<file path="config.mk">
export PLATFORM = sky130hd
export DESIGN_NAME = srt_otf_converter
export DESIGN_NICKNAME = d
export VERILOG_FILES = /design/src/rtl/srt_pkg.sv /design/src/rtl/srt_otf_step.sv /design/src/rtl/srt_otf_converter.sv
export SDC_FILE = /design/constraint.sdc
export NUM_CORES = 1
export LEC_CHECK = 0
export ABC_AREA = 1
export CAP_MARGIN = 20
export CORE_MARGIN = 10
export CORE_UTILIZATION = 27
export DETAILED_ROUTE_END_ITERATION = 7
export DONT_BUFFER_PORTS = 1
export SLEW_MARGIN = 20
export SYNTH_ARGS = -nofsm -noshare
export SYNTH_HDL_FRONTEND = slang
export SYNTH_SLANG_ARGS = --single-unit
</file>
<file path="constraint.sdc">
create_clock -name clk -period 1.9 [get_ports clk]
set_input_delay 0.57 -clock clk [delete_from_list [all_inputs] [get_ports clk]]
set_output_delay 0.57 -clock clk [all_outputs]
set_load 0.1 [all_outputs]
</file>
<file path="src/rtl/srt_pkg.sv">
// srt_pkg: shared RBSD digit codes, converter FSM states and a digit-legality helper.
package srt_pkg;
  localparam logic [2:0] RBSD_M2   = 3'b110;
  localparam logic [2:0] RBSD_M1   = 3'b101;
  localparam logic [2:0] RBSD_ZERO = 3'b000;
  localparam logic [2:0] RBSD_P1   = 3'b001;
  localparam logic [2:0] RBSD_P2   = 3'b010;
  typedef enum logic [1:0] {IDLE, ACCUM, WAIT_REM, DONE} state_t;
  function automatic logic rbsd_legal(input logic [2:0] code);
    return code == RBSD_M2 || code == RBSD_M1 || code == RBSD_ZERO ||
           code == RBSD_P1 || code == RBSD_P2;
  endfunction
endpackage

</file>
<file path="src/rtl/srt_otf_step.sv">
// srt_otf_step: one radix-4 on-the-fly conversion step; appends a signed digit to the Q/QM pair.
module srt_otf_step
  import srt_pkg::*;
#(
  parameter int NQ = 16
) (
  input  logic [NQ-1:0] q,
  input  logic [NQ-1:0] qm,
  input  logic [2:0]    code,
  output logic [NQ-1:0] q_nx,
  output logic [NQ-1:0] qm_nx
);
  logic signed [2:0] v;
  logic signed [2:0] vm;
  logic [NQ-1:0] q_src;
  logic [NQ-1:0] qm_src;
  // Negative digits borrow from QM, positive digits let QM track Q; low bits are digit mod 4.
  always_comb begin
    v = code == RBSD_P2 ? 3'sb010 :
        code == RBSD_P1 ? 3'sb001 :
        code == RBSD_M1 ? 3'sb111 :
        code == RBSD_M2 ? 3'sb110 : 3'sb000;
    vm = v - 3'sb001;
    q_src = v[2] ? qm : q;
    qm_src = (!v[2] && v != 3'sb000) ? q : qm;
    q_nx = {q_src[NQ-3:0], v[1:0]};
    qm_nx = {qm_src[NQ-3:0], vm[1:0]};
  end
endmodule

</file>
<file path="src/rtl/srt_otf_converter.sv">
// srt_otf_converter: radix-4 SRT digit stream to binary quotient with sign correction; optional SRT_DIGIT_CHECK_EN flags illegal digit codes.
module srt_otf_converter
  import srt_pkg::*;
#(
  parameter  int NQ   = 16,
  localparam int NDIG = NQ / 2,
  localparam int CW   = $clog2(NDIG + 1)
) (
  input  logic          clk,
  input  logic          rst_n,
  input  logic          start,
  input  logic          digit_valid,
  output logic          digit_ready,
  input  logic [2:0]    q_jplus1,
  input  logic          rem_valid,
  input  logic          rem_neg,
  output logic          q_valid,
  input  logic          q_ready,
  output logic [NQ-1:0] quotient,
  output logic          busy,
  output logic          digit_err
);
  state_t state, state_nx;
  logic [NQ-1:0] q_r, qm_r, q_nx, qm_nx;
  logic [CW-1:0] cnt;
  logic acc, init, last;

  srt_otf_step #(.NQ(NQ)) u_step (
    .q(q_r), .qm(qm_r), .code(q_jplus1), .q_nx(q_nx), .qm_nx(qm_nx)
  );

  assign acc  = state == ACCUM && digit_valid;
  assign init = start && (state != DONE || q_ready);
  assign last = acc && cnt == CW'(NDIG - 1);

  // Next state and handshake outputs; start (when honoured) always restarts accumulation.
  always_comb begin
    state_nx = init ? ACCUM :
               state == ACCUM    ? (last ? WAIT_REM : ACCUM) :
               state == WAIT_REM ? (rem_valid ? DONE : WAIT_REM) :
               state == DONE     ? (q_ready ? IDLE : DONE) : IDLE;
    digit_ready = state == ACCUM;
    busy = state == ACCUM || state == WAIT_REM;
    q_valid = state == DONE;
  end

  // State register.
  always_ff @(posedge clk) begin
    if (!rst_n) state <= IDLE;
    else state <= state_nx;
  end

  // Q/QM accumulation, digit count and the corrected quotient capture.
  always_ff @(posedge clk) begin
    if (!rst_n) begin
      q_r <= '0;
      qm_r <= '1;
      cnt <= '0;
      quotient <= '0;
    end else if (init) begin
      q_r <= '0;
      qm_r <= '1;
      cnt <= '0;
    end else begin
      if (acc) begin
        q_r <= q_nx;
        qm_r <= qm_nx;
        cnt <= cnt + CW'(1);
      end
      if (state == WAIT_REM && rem_valid) quotient <= rem_neg ? qm_r : q_r;
    end
  end

`ifdef SRT_DIGIT_CHECK_EN
  logic err;
  assign digit_err = err;
  // Sticky illegal-code flag, cleared only by reset or an honoured start.
  always_ff @(posedge clk) begin
    if (!rst_n) err <= 1'b0;
    else if (init) err <= 1'b0;
    else if (acc && !rbsd_legal(q_jplus1)) err <= 1'b1;
  end
`else
  assign digit_err = 1'b0;
`endif
endmodule
</file>
==> metrics <==
gr ovfl total 0; RSZ-0062 raised after global routing false; Distinct cells, synth 24; status finished clean; WP data arrival 1.26 ns; Final WS setup 0.0661 ns; post-DP HPWL 4370 um; Layout Nets 468; Tcrit/Tclk final 96.5%; Tmin final 1.83 ns; Synth top area share 37.6%; Leak Pwr 0.00162 uW; GR Util All Layers 8.68%; drc violations 0; PwrDens 693 nW/um2; Die Y 123 um; Final setup violation count 0; final core utilization 31.0%; Clock transition at path regs 0.09 ns; Tightest Hold Check Type in2reg; CP top delay family flip-flops; synthesized area 2880 um2; synth top area cells dfxtp_1 38%, nand2_1 17%, inv_1 9.8%; die area 15200 um2; Worst Path Max Fanout 3; first-pass detailed-route iteration total 4; initial antenna violation count 0; CORE AREA 10400 um2; Ys Warns 0; Rows 37; CP required 1.33 ns; pre-CTS setup slack 0.270 ns; Max-Cap Viols 0; number of nets still failing antenna checks after routing 0; CTS tree built; FFs w/ async S/R, synth 0%; Crit. End Element output port; port buffer count 0; critical path class reg2out; fmax 545 MHz; most frequent cell after synthesis nand2_1; crit-path max cell delay 0.35 ns; Max H-tree Level 2; Final Hold Viols 0; chip width 123 um; Sink Count 54; CP bufs+invs 3; Yosys top cell by area dfxtp_1; First DRT Iteration DRCs 126; fillcell total 1145; GPL Wtd Cong 0.754; final WL 6440 um; Mapped Cells 442; share of cells above drive strength 1 11.7%; Clock Latency Late Sink 0.32 ns; synthesis-to-layout area growth 11.8%; Peak VDD IR 0.000259 V; Vias 2547; Clock Tree Root clkbuf_8; Via density 4.32; number of diodes 0; Post-synth EDFFs 0; Slowest cell on crit path dfxtp_2; sequential-to-total area share from yosys stat 37.6%; initial core utilization 27.7%; first-pass GRT wire length 10700 um; startpoint types flip-flop; Post-Syn Area per Cell 6.51 um2; I/O pin count 30; most used cell, CP inv_1; vias in the first global route 2294; Seq cells post-synth 54; largest net degree at the start of global routing 36; synth cell count leaders 133 x nand2_1, 75 x inv_1, 54 x dfxtp_1; dominant synthesized flop cell dfxtp_1; Setup TNS Final 0 ns; crit path cell chain inv_1, ha_1, inv_1, buf_12; hold_buf cts 0; Clock Skews 0.00767 ns; max-slew violation count 0; Max clock buf depth 2; syn nets 458; Routed WL per cell 10.9 um; Inserted Clock Buffers 5
-- registers in the layout, indices dropped and copies added (netlist names) --
signal	cells
qm_r	16
quotient	16
cnt	4
state	2
q_r	16
-- layer usage --
layer / vias to the layer above / GRT usage, % / wire (um)
met5: - / 0 / 0
met4: 0 / 3.28 / 102
met3: 8 / 2.87 / 557
met2: 55 / 14.5 / 2840
met1: 1127 / 10.1 / 2950
li1: 1357 / - / -
-- where the power goes --
| group | total [uW] | internal [uW] | switching [uW] |
|---|---|---|---|
| logic | 289 | 96.8 | 192 |
| clock network | 771 | 388 | 383 |
| registers | 1170 | 1150 | 15.5 |
-- metrics by stage --
stage / power [uW] / std cells / cell area (um2) / hold WS (ns)
floorplan: 1440 / 442 / 2880 / 0.434
detailed placement: 1480 / 581 / 3110 / 0.460
global placement: 1480 / 581 / 3110 / 0.450
CTS: 2260 / 589 / 3210 / 0.349
finish: 2230 / 589 / 3220 / 0.351
global route: 2330 / 589 / 3220 / 0.343
-- layout make-up --
cell class / count / area [um2] / share of cell area, %
Clock buffer: 5 / 68.8 / 2.14
Clock inverter: 3 / 40.0 / 1.25
Inverter: 78 / 295 / 9.18
Multi-Input combinational cell: 286 / 1320 / 41.0
Sequential cell: 54 / 1080 / 33.7
Tap cell: 136 / 170 / 5.29
Timing Repair Buffer: 27 / 240 / 7.47
-- cells by family after synthesis --
group | Yosys count | synth area share (%)
simple gates | 227 | 33.6
buf+inv | 102 | 16.7
flops | 54 | 37.6
compound gates | 51 | 9.05
fa+ha+maj | 6 | 2.61
xor+xnor | 1 | 0.305
other cells | 1 | 0.130
-- placed cells by master, fill, tap and decap left out, drive strengths merged --
| master | count |
|---|---|
| nor3 | 2 |
| bufinv | 1 |
| nor2 | 38 |
| xor2 | 1 |
| o211ai | 1 |
| nand3 | 48 |
| a21oi | 31 |
| clkbuf | 5 |
| ha | 6 |
| dfxtp | 54 |
| buf | 27 |
| a211oi | 1 |
| nor3b | 1 |
| nand2 | 138 |
| o21ai | 18 |
| inv | 78 |
| conb | 1 |
| clkinv | 2 |
-- path summary, 6_finish.rpt --
check	from	endpoint	slack, ns	cells after the start
max	state[0]	busy	0.07	4
max reg2reg	state[1]	q_r[1]	0.53	6
min reg2reg	qm_r[14]	qm_r[14]	0.48	2
min	rst_n	state[0]	0.35	2
-- timing repair --
action                     in CTS  in global routing
hold endpoints to repair        0                  0
setup buffers                   0                  0
setup endpoints to repair       0                  1
gates resized for setup         0                  1
Note: power is estimated with default switching activity, not from simulation.
